==> config.mk <==
export PLATFORM = sky130hd
export DESIGN_NAME = wb_port_arbiter
export DESIGN_NICKNAME = d
export VERILOG_FILES = /design/src/rtl/wb_port_arbiter.sv
export SDC_FILE = /design/constraint.sdc
export NUM_CORES = 1
export LEC_CHECK = 0
export ABC_CLOCK_PERIOD_IN_PS = 2100
export CAP_MARGIN = 40
export CORE_MARGIN = 2
export CORE_UTILIZATION = 45
export DETAILED_ROUTE_END_ITERATION = 16
export PLACE_DENSITY = 0.72
export SYNTH_ARGS = -nofsm -noshare
export SYNTH_HDL_FRONTEND = slang
export SYNTH_SLANG_ARGS = --single-unit
==> constraint.sdc <==
create_clock -name clk -period 2.1 [get_ports clk]
set_clock_uncertainty 0.05 [all_clocks]
set_input_delay 0.42 -clock clk [delete_from_list [all_inputs] [get_ports clk]]
set_output_delay 0.42 -clock clk [all_outputs]
set_load 0.01 [all_outputs]
==> src/rtl/wb_port_arbiter.sv <==
// wb_port_arbiter: shares the register-file write port between the in-order
// pipeline writeback and late results (miss return, mul/div). Late results
// queue in a small FIFO, older buffered writes to a register are squashed by
// a younger pipeline write, and an age counter stops the FIFO head from
// starving behind a continuously busy pipeline.
// Optional: define WB_ARB_FWD_EN to add the q_reg/q_hit/q_data bypass lookup.
module wb_port_arbiter #(
    parameter int DATA_W  = 16,
    parameter int REG_AW  = 3,
    parameter int DEPTH   = 2,
    parameter int AGE_MAX = 3
) (
    input  logic                    clk,
    input  logic                    rst_n,
    input  logic                    p_valid,
    input  logic [REG_AW-1:0]       p_reg,
    input  logic [DATA_W-1:0]       p_data,
    output logic                    p_ready,
    input  logic                    m_valid,
    input  logic [REG_AW-1:0]       m_reg,
    input  logic [DATA_W-1:0]       m_data,
    output logic                    m_ready,
    output logic                    rf_we,
    output logic [REG_AW-1:0]       rf_wreg,
    output logic [DATA_W-1:0]       rf_wdata,
    output logic [$clog2(DEPTH):0]  buf_cnt
`ifdef WB_ARB_FWD_EN
    ,
    input  logic [REG_AW-1:0]       q_reg,
    output logic                    q_hit,
    output logic [DATA_W-1:0]       q_data
`endif
);

    localparam int PTR_W = $clog2(DEPTH);
    localparam int CNT_W = PTR_W + 1;
    localparam int AGE_W = 4;

    logic [DEPTH-1:0]   ent_live;
    logic [REG_AW-1:0]  ent_reg  [DEPTH];
    logic [DATA_W-1:0]  ent_data [DEPTH];
    logic [PTR_W-1:0]   head;
    logic [PTR_W-1:0]   tail;
    logic [CNT_W-1:0]   count;
    logic [AGE_W-1:0]   age;

    logic               empty;
    logic               full;
    logic               head_live;
    logic               age_done;
    logic               forced;
    logic               dead_due;
    logic               p_grant;
    logic               b_grant;
    logic               push;
    logic               pop;
    logic               wr_en;
    logic [REG_AW-1:0]  wr_reg;
    logic [DATA_W-1:0]  wr_data;

    // Grant decision: forced head, then pipeline, then buffer when pipeline idle
    always_comb begin
        empty     = (count == '0);
        full      = (count == CNT_W'(DEPTH));
        head_live = !empty && ent_live[head];
        age_done  = (age == AGE_W'(AGE_MAX));
        forced    = head_live && age_done;
        // A squashed head that has aged out is dropped without using the
        // write port, so the pipeline keeps flowing in the same cycle.
        dead_due  = !empty && !ent_live[head] && age_done;
        p_grant   = p_valid && !forced;
        b_grant   = !forced && !p_valid && !empty;
        pop       = forced || b_grant || dead_due;
        push      = m_valid && !full;
        p_ready   = !forced;
        m_ready   = !full;
        buf_cnt   = count;

        wr_en   = 1'b0;
        wr_reg  = ent_reg[head];
        wr_data = ent_data[head];
        if (forced) begin
            wr_en = 1'b1;
        end else if (p_grant) begin
            wr_en   = 1'b1;
            wr_reg  = p_reg;
            wr_data = p_data;
        end else if (b_grant && head_live) begin
            wr_en = 1'b1;
        end
    end

    // Entry live bits: WAW squash, clear on pop, set on push (push slot is never present)
    always_ff @(posedge clk or negedge rst_n) begin
        if (!rst_n) begin
            ent_live <= '0;
        end else begin
            for (int unsigned i = 0; i < DEPTH; i++) begin
                if (p_grant && ent_live[i] && (ent_reg[i] == p_reg)) begin
                    ent_live[i] <= 1'b0;
                end
            end
            if (pop) begin
                ent_live[head] <= 1'b0;
            end
            if (push) begin
                ent_live[tail] <= 1'b1;
            end
        end
    end

    // Entry payload storage, written at the tail on push
    always_ff @(posedge clk) begin
        if (push) begin
            ent_reg[tail]  <= m_reg;
            ent_data[tail] <= m_data;
        end
    end

    // FIFO pointers, occupancy and head age
    always_ff @(posedge clk or negedge rst_n) begin
        if (!rst_n) begin
            head  <= '0;
            tail  <= '0;
            count <= '0;
            age   <= '0;
        end else begin
            if (pop) begin
                head <= head + PTR_W'(1);
            end
            if (push) begin
                tail <= tail + PTR_W'(1);
            end
            case ({push, pop})
                2'b10:   count <= count + CNT_W'(1);
                2'b01:   count <= count - CNT_W'(1);
                default: count <= count;
            endcase
            if (pop || empty) begin
                age <= '0;
            end else if (!age_done) begin
                age <= age + AGE_W'(1);
            end
        end
    end

    // Registered register-file write port; index/data hold when idle
    always_ff @(posedge clk or negedge rst_n) begin
        if (!rst_n) begin
            rf_we    <= 1'b0;
            rf_wreg  <= '0;
            rf_wdata <= '0;
        end else begin
            rf_we <= wr_en;
            if (wr_en) begin
                rf_wreg  <= wr_reg;
                rf_wdata <= wr_data;
            end
        end
    end

`ifdef WB_ARB_FWD_EN
    logic [PTR_W-1:0] fwd_idx;

    // Bypass lookup: scan oldest to youngest so the youngest live match wins
    always_comb begin
        q_hit   = 1'b0;
        q_data  = '0;
        fwd_idx = head;
        for (int unsigned k = 0; k < DEPTH; k++) begin
            fwd_idx = head + PTR_W'(k);
            if ((CNT_W'(k) < count) && ent_live[fwd_idx] && (ent_reg[fwd_idx] == q_reg)) begin
                q_hit  = 1'b1;
                q_data = ent_data[fwd_idx];
            end
        end
    end
`endif

endmodule

==> results.cfg, run 1 <==
[power_and_ir_drop]
power.internal_mw = 3.42
power_frac_seq_pct = 39.8
power_density_mw_per_mm2 = 1320
design_power_total_mw = 5.24
power_frac_comb_pct = 43.6
switchingPower_mw = 1.82
peakVddDrop_mv = 0.954
power.share.clock_pct = 16.6
swShare_pct = 34.8
cellLeakagePower_nw = 1.47

[clocking]
clkLatencyLatePin_ns = 0.34
hold_buffers = 0
clk_pin_slew_ns = 0.07
h-tree-depth = 3
clock_sinks = 68
clockBufferDepth = 2
cts_root_buffer = clkbuf_8
cts_buffers = 9
cts_tree = built

[worst_setup_path]
crit_path_start_kind = flop
reg2reg_slack_ns = 0.15
path_max_fanout = 2
cp_slowest_cell = or3b_4
crit_arrival_ns = 1.58
slowest_delay_ns = 0.39
crit_path_cell_trace = ha_2 > or3b_4 > nor3_4 > inv_2 > buf_6
crit_family = simple AND/OR/NAND/NOR gates
crit_path_end_kind = output pin
required_ns = 1.63
criticalPathCategory = flop to output pin
crit_buf_inv = 2

[sta]
slew_violations = 0
slew_headroom_pct = 72.4
fmax_mhz = 487
setup_viol = 0
rsz0062_at_grt = yes
min_period_over_period_pct = 97.8
tns_ns = 0
period_needed_ns = 2.05
hold_violations = 0
holdWs_ns = 0.429
tightestPinTransition_ns = 0.414

[synthesis]
synthesis.area_mm2 = 0.00300
ys_seq_elements = 68
ys_types = 29
ys_warn_count = 0
synth_edf_count = 38
synthFlopType = edfxtp_1
synthArstFlopShare_pct = 44.1
avgSynthCellArea_um2 = 12.7
postSynthCellCount = 237
synth.net_count = 281
ys_seq_area_share_pct = 63.1

[final_layout]
diodes = 0
largest_reg_flops = 32
fillCellCount = 508
drive_gt1_share_pct = 18.5
final_nets = 358
synthToLayoutAreaGrowth_pct = 32.9

[drt]
drt_iter0_drc = 102
via_per_inst = 5.51
ant_nets = 0
wl_per_cell_um = 17.0
routed_wl_um = 6720
num_vias = 2182
dr.pass1.iters = 5
route.detailed.drc = 0

[floorplan]
die_x_um = 85.6
ios = 66
initial_utilization_pct = 47.0
core_mm2 = 0.00639
die_height_um = 85.6
die_area_mm2 = 0.00733
std_cell_rows = 29

[job]
cap_violations = 0

[placed_design]
dp_hpwl_um = 4360
portBuffers = 65
gp_congestion = 0.732

[grt]
antenna_found_initial = 0
grt_start_max_net_pins = 43
grt.total_usage_pct = 20.0
grt_pass1_vias = 2318
grt-ovfl-total = 0
grt_pass1_wl_um = 11200

[outcome]
status = finished, final reports clean

[min_path]
hp-class = primary input to asynchronous set/reset pin
[repair_timing]
action	CTS	global route
gates resized for setup	5	2
pin swaps	1	0
endpoints found under the setup margin	1	2
buffers inserted	1	0
[cells in the mapped netlist (2+ instances only)]
| cell | number | share of area, % |
|---|---|---|
| ha_1 | 2 | 0.83 |
| a31o_2 | 2 | 0.58 |
| nand3_1 | 19 | 3.2 |
| nand2b_1 | 2 | 0.42 |
| o311ai_0 | 5 | 1.5 |
| o221ai_1 | 3 | 0.88 |
| edfxtp_1 | 38 | 38 |
| mux2_2 | 19 | 7.1 |
| clkbuf_1 | 6 | 0.75 |
| xnor2_1 | 4 | 1.2 |
| dfrtp_1 | 30 | 25 |
| xor2_1 | 9 | 2.6 |
| mux2i_1 | 3 | 1.0 |
| buf_2 | 7 | 1.2 |
| o311ai_1 | 11 | 3.2 |
| nor3_1 | 21 | 3.5 |
| nand2_1 | 25 | 3.1 |
| nor2_1 | 20 | 2.5 |
[stage by stage]
stage               setup WS (ns)  utilization, %  std cells  cell area (µm²)
finish                     0.0458            62.4        396             3990
global route              -0.0453            62.4        396             3990
CTS                        0.0222            62.2        396             3980
detailed placement       -0.00133            59.8        379             3820
global placement           0.0296            59.8        379             3820
floorplan                  0.0155               -        237             3000
[power groups by stage]
stage	combinational [mW]	sequential, mW	clock, mW
global placement	2.24	2.10	0
CTS	2.30	2.09	0.883
finish	2.29	2.09	0.871
detailed placement	2.27	2.12	0
global route	2.48	2.13	0.951
floorplan	1.24	2.16	0
[worst paths after layout]
path,from,to,cells past startpoint
setup / recovery,age[1]$_DFFE_PN0P_,p_ready,5
hold / removal,rst_n,rf_wdata[2]$_DFFE_PN0P_,2
setup reg to reg,age[1]$_DFFE_PN0P_,buf_cnt[1]$_DFFE_PN0P_,7
hold reg to reg,tail$_DFFE_PN0P_,tail$_DFFE_PN0P_,1
max in group asynchronous,rst_n,rf_wdata[14]$_DFFE_PN0P_,2
min in group clk,tail$_DFFE_PN0P_,tail$_DFFE_PN0P_,1
[layout make-up]
| type | count | area [µm²] | share of cell area [%] |
|---|---|---|---|
| multi-input combinational | 152 | 1040 | 26.0 |
| sequential | 68 | 1890 | 47.5 |
| timing repair buffer | 82 | 805 | 20.2 |
| inverter | 1 | 3.75 | 0.0942 |
| clock inverter | 5 | 20.0 | 0.502 |
| tap | 77 | 96.3 | 2.42 |
| clock buffer | 11 | 131 | 3.30 |
[worst register-to-register path, delay by kind of cell (launching register included)]
family | cells | cell delay (ns)
adders and majority gates | 2 | 0.46
DFF | 1 | 0.36
and+or+nand+nor | 2 | 0.53
xor gates and xnor gates | 1 | 0.14
AOI/OAI and AO/OA | 1 | 0.18
buffers and inverters | 1 | 0.15
[cells in the final DEF (no fill, tap or decap), drive strengths merged, types with 5 or more instances in the layout]
cell,netlist,layout
clkbuf,6,11
xor2,9,9
clkdlybuf4s50,0,64
nor2,20,20
edfxtp,38,38
nand3,19,19
clkinv,0,5
mux2,19,19
dfrtp,30,30
o311ai,16,16
nand2,25,25
nor3,22,22
buf,10,18
[logic make-up after synthesis]
| family | share of synthesized area (%) |
|---|---|
| adders and majority gates | 0.834 |
| xor gates and xnor gates | 3.80 |
| buffers and inverters | 2.79 |
| DFF | 63.1 |
| muxes | 8.89 |
| and+or+nand+nor | 14.3 |
| AOI/OAI and AO/OA | 6.30 |
[layer usage]
layer  up-vias  share of wire [%]  track usage, %
met2        77                 50            33.2
li1       1027                  -               -
met1      1068                 42            25.4
met4         0                1.5            6.78
met5         -                  0               0
met3        10                5.8            5.29
(Power assumes the default switching activity.)
==> inputs of run 2 (changes only) <==
--- a/config.mk
+++ b/config.mk
@@ -8,9 +8,10 @@
 export ABC_CLOCK_PERIOD_IN_PS = 2100
 export CAP_MARGIN = 40
 export CORE_MARGIN = 2
-export CORE_UTILIZATION = 45
+export CORE_UTILIZATION = 50
 export DETAILED_ROUTE_END_ITERATION = 16
-export PLACE_DENSITY = 0.72
+export PLACE_DENSITY = 0.79
+export SLEW_MARGIN = 10
 export SYNTH_ARGS = -nofsm -noshare
 export SYNTH_HDL_FRONTEND = slang
 export SYNTH_SLANG_ARGS = --single-unit
==> results.cfg, run 2 (same netlist as run 1, synthesis figures left out) <==
[placed_design]
portBuffers = 65
dp_slack_ns = -0.0270
dpl_cell_area_mm2 = 0.00380
gp_congestion = 0.815
dp_cells = 377
dp_hpwl_um = 4330

[grt]
grt_pass1_vias = 2241
grt_pass1_wl_um = 10700
antenna_found_initial = 0
grt.total_usage_pct = 22.0
grt_start_max_net_pins = 31
grt-ovfl-total = 0

[drt]
via_per_inst = 5.49
drt_iter0_drc = 179
route.detailed.drc = 0
dr_wl_met2_um = 3430
num_vias = 2194
routed-wl-met3_um = 362
dr.pass1.iters = 4
wirelength_met1_um = 2670
routed_wl_um = 6610
ant_nets = 0
wl_per_cell_um = 16.5
topRoutingLayerUsed = met4

[final_layout]
post-route-util_pct = 69.7
layout.cells.non_filler = 400
largest_reg_flops = 32
fillCellCount = 410
finalInstanceArea_mm2 = 0.00408
seq_area_mm2 = 0.00189
layout_common_cells = clkdlybuf4s50_1, edfxtp_1, dfrtp_1, nand2_1, buf_4
diodes = 0
synthToLayoutAreaGrowth_pct = 36.0
final_common_cell = clkdlybuf4s50_1
multiInputGateArea_mm2 = 0.00104
drive_gt1_share_pct = 21.8
final_nets = 364

[outcome]
status = finished with violations
violations = negative setup slack

[floorplan]
ios = 66
core_mm2 = 0.00585
initial_utilization_pct = 51.3
die_area_mm2 = 0.00663
die_height_um = 81.5
std_cell_rows = 28
die_x_um = 81.5

[worst_setup_path]
slowest_delay_ns = 0.40
cp_slowest_cell = or3b_4
crit_arrival_ns = 1.68
path_max_fanout = 2
crit_path_cell_trace = ha_2 > or3b_4 > nor3_4 > inv_2 > buf_6
crit_path_end_kind = output pin
rr_worst_depth = 8
criticalPathCategory = flop to output pin
crit_path_start_kind = flop
required_ns = 1.63

[power_and_ir_drop]
peakVddDrop_mv = 0.936
power_density_mw_per_mm2 = 1360
cellLeakagePower_nw = 1.53

[sta]
final.setup.worst_slack_ns = -0.0518
tightestPinTransition_ns = 0.398
hold_violations = 0
slew_headroom_pct = 73.5
rsz0062_at_grt = yes
period_needed_ns = 2.15
min_period_over_period_pct = 102
fmax_mhz = 465
slew_violations = 0
setup_viol = 1

[clocking]
hold_buffers = 0
clk_pin_slew_ns = 0.07
cts_tree = built
clkLatencyLatePin_ns = 0.34
cts_root_buffer = clkbuf_8
cts_buffers = 9
clockBufferDepth = 2
h-tree-depth = 3
clock_sinks = 68

[job]
cap_violations = 0

[min_path]
hp-class = primary input to asynchronous set/reset pin
==> run 2: cell types whose count changed in the layout (fill, tap and decap cells not counted) <==
cell / previous run / this run
buf_4: 15 / 22
clkinv_1: 4 / 0
bufinv_16: 0 / 2
clkbuf_1: 2 / 0
clkinv_2: 1 / 3
buf_12: 2 / 1
clkinv_4: 0 / 1
clkinvlp_4: 0 / 1
==> run 2: layer usage <==
layer / global-route usage (%) / vias to the layer above
met5: 0 / -
met4: 11.0 / 0
met3: 3.74 / 15
met2: 36.6 / 69
met1: 27.9 / 1067
li1: - / 1043
==> run 2: what timing repair did <==
action,CTS,global route
pin swaps,1,2
gates resized for setup,5,2
setup endpoints to repair,1,2
buffers inserted,3,4
==> run 2: worst max-delay path: cells and delay by family (launching register included) <==
kind                     cells  cell delay, ns
AND/OR/NAND/NOR              2            0.60
flip-flops                   1            0.37
buffers and inverters        2            0.19
adder cells (fa/ha/maj)      1            0.18
==> run 2: final timing paths <==
check | from | end | slack (ns)
max in group asynchronous | rst_n | age[3]$_DFFE_PN0P_ | 1.28
min in group clk | tail$_DFFE_PN0P_ | tail$_DFFE_PN0P_ | 0.47
worst max-delay path | age[1]$_DFFE_PN0P_ | p_ready | -0.05
worst min register to register | tail$_DFFE_PN0P_ | tail$_DFFE_PN0P_ | 0.47
worst max register to register | age[1]$_DFFE_PN0P_ | rf_wdata[14]$_DFFE_PN0P_ | 0.09
worst min-delay path | rst_n | rf_wdata[15]$_DFFE_PN0P_ | 0.42
==> run 2: stage by stage <==
| stage | TNS [ns] | hold slack (ns) | power [mW] |
|---|---|---|---|
| 3_5_place_dp | -0.0270 | 0.455 | 4.37 |
| 5_1_grt | -0.110 | 0.459 | 5.86 |
| 4_1_cts | 0 | 0.439 | 5.54 |
| 2_1_floorplan | 0 | 0.0744 | 3.40 |
| 3_3_place_gp | 0 | 0.454 | 4.29 |
| 6_report | -0.0518 | 0.424 | 5.54 |
==> run 2: power breakdown <==
part	switching [mW]	internal (mW)
sequential	0.227	1.86
combinational	1.13	1.17
clock	0.490	0.663
total	1.85	3.69
==> run 2: cell type report <==
cell class                 count  share of cell area, %
sequential                    68                   46.4
multi-input combinational    152                   25.4
inverter                       1                 0.0920
tap                           75                   2.30
clock inverter                 7                   2.24
timing repair buffer          88                   20.5
clock buffer                   9                   3.04
==> edit, RTL diff (config.mk and constraints of run 1) <==
The option `WB_ARB_FWD_EN` is turned on by a define.
--- a/src/rtl/wb_port_arbiter.sv
+++ b/src/rtl/wb_port_arbiter.sv
@@ -4,6 +4,8 @@
 // a younger pipeline write, and an age counter stops the FIFO head from
 // starving behind a continuously busy pipeline.
 // Optional: define WB_ARB_FWD_EN to add the q_reg/q_hit/q_data bypass lookup.
+`define WB_ARB_FWD_EN
+
 module wb_port_arbiter #(
     parameter int DATA_W  = 16,
     parameter int REG_AW  = 3,
Interface: changed (added q_data, q_hit and q_reg); port bits go from 66 to 86. No check against the original RTL was run, so the function may have changed too.
==> edit against run 1 <==
- worst hold slack got worse by 0.017 ns
- sequential power is 6% higher
- clock power rose by 54%
- non-clock buffer count grew 60
- the flow now finishes with violations (setup timing)
- sequential share of layout area down 13 points
- fmax is 27% lower
- sequential cell count did not move
- total power up 40%
- final area rose by 37%
- largest cell class unchanged
- wire length grew 42%
- area after synthesis grew 17%
- setup slack worse by 0.75 ns
==> edit: results (changes against run 1) <==
[metrics] placed cell count: 530 (+40%)
[metrics] number of failing setup endpoints in the final timing report: 39 (+39)
[metrics] Port Buffers: 85 (+31%)
[metrics] total leakage power: 2.08 nW (+42%)
[metrics] Area after DPL: 0.00479 mm2 (+25%)
[metrics] pin count of the biggest net entering global routing: 33 (-23%)
[metrics] Final #Nets: 510 (+42%)
[metrics] detailed placement HPWL: 6060 um (+39%)
[metrics] largest fanout on the critical path: 7 (+5)
[metrics] synthesized-area fraction occupied by ao, oa, aoi and oai cells: 13.2% (+6.9 points)
[metrics] count leader, synth: sky130_fd_sc_hd__nand2_1
[metrics] mean area per synthesized cell: 10.5 um2 (-17%)
[metrics] worst slew slack as a fraction of its limit: 71.5% (-0.85 points)
[metrics] violated checks: setup timing
[metrics] proportion of synthesized area in mux cells: 6.65% (-2.2 points)
[metrics] Synth cell types: 33 (+14%)
[metrics] combinational logic power: 3.80 mW (+66%)
[metrics] worst-case setup margin in the final layout: -0.709 ns (-0.755 ns)
[metrics] share of the yosys chip area belonging to registers: 54.0% (-9.1 points)
[metrics] switching part of the total power: 36.6% (+1.8 points)
[metrics] Post-Layout Cell Count: 567 (+43%)
[metrics] run status: complete, but fails checks
[metrics] R2R setup slack: -0.26 ns (-0.41 ns)
[metrics] power dissipated by switching net loads: 2.68 mW (+47%)
[metrics] via count of the first global-routing pass: 2961 (+28%)
[metrics] top post-synthesis cells by count: sky130_fd_sc_hd__nand2_1, sky130_fd_sc_hd__edfxtp_1, sky130_fd_sc_hd__o21ai_0
[metrics] share of final-layout standard cells stronger than drive strength 1: 34.4% (+16 points)
==> edit: stage by stage <==
stage	utilization [%]	TNS (ns)	setup slack, ns
after floorplan	-	-1.12	-0.0755
after global placement	62.7	-17.69	-1.08
after detailed placement	62.7	-18.47	-1.12
after CTS	67.6	-10.96	-0.653
after global routing	71.2	-18.86	-0.795
final	71.2	-15.50	-0.709
==> edit: timing repair <==
item,in CTS,in global routing
buffers inserted,7,8
gates resized for setup,98,84
setup endpoints to repair,19,33
cloned,3,5
hold endpoints to repair,0,0
pin swaps,7,26
==> edit: final timing paths <==
path                       depth (start not counted)           end
hold / removal                                     2   rf_wdata[9]
min in group clk                                   2    rf_wreg[1]
setup reg to reg                                  12  rf_wdata[10]
setup / recovery                                   9     q_data[4]
hold reg to reg                                    2    rf_wreg[1]
max in group asynchronous                          2          head
==> edit: layout make-up <==
class	instances	area share (%)
clock inverter	6	2.05
sequential	68	34.8
clock buffer	10	2.53
inverter	7	0.483
timing repair buffer	142	25.2
tap	102	2.34
multi-input combinational	232	32.6
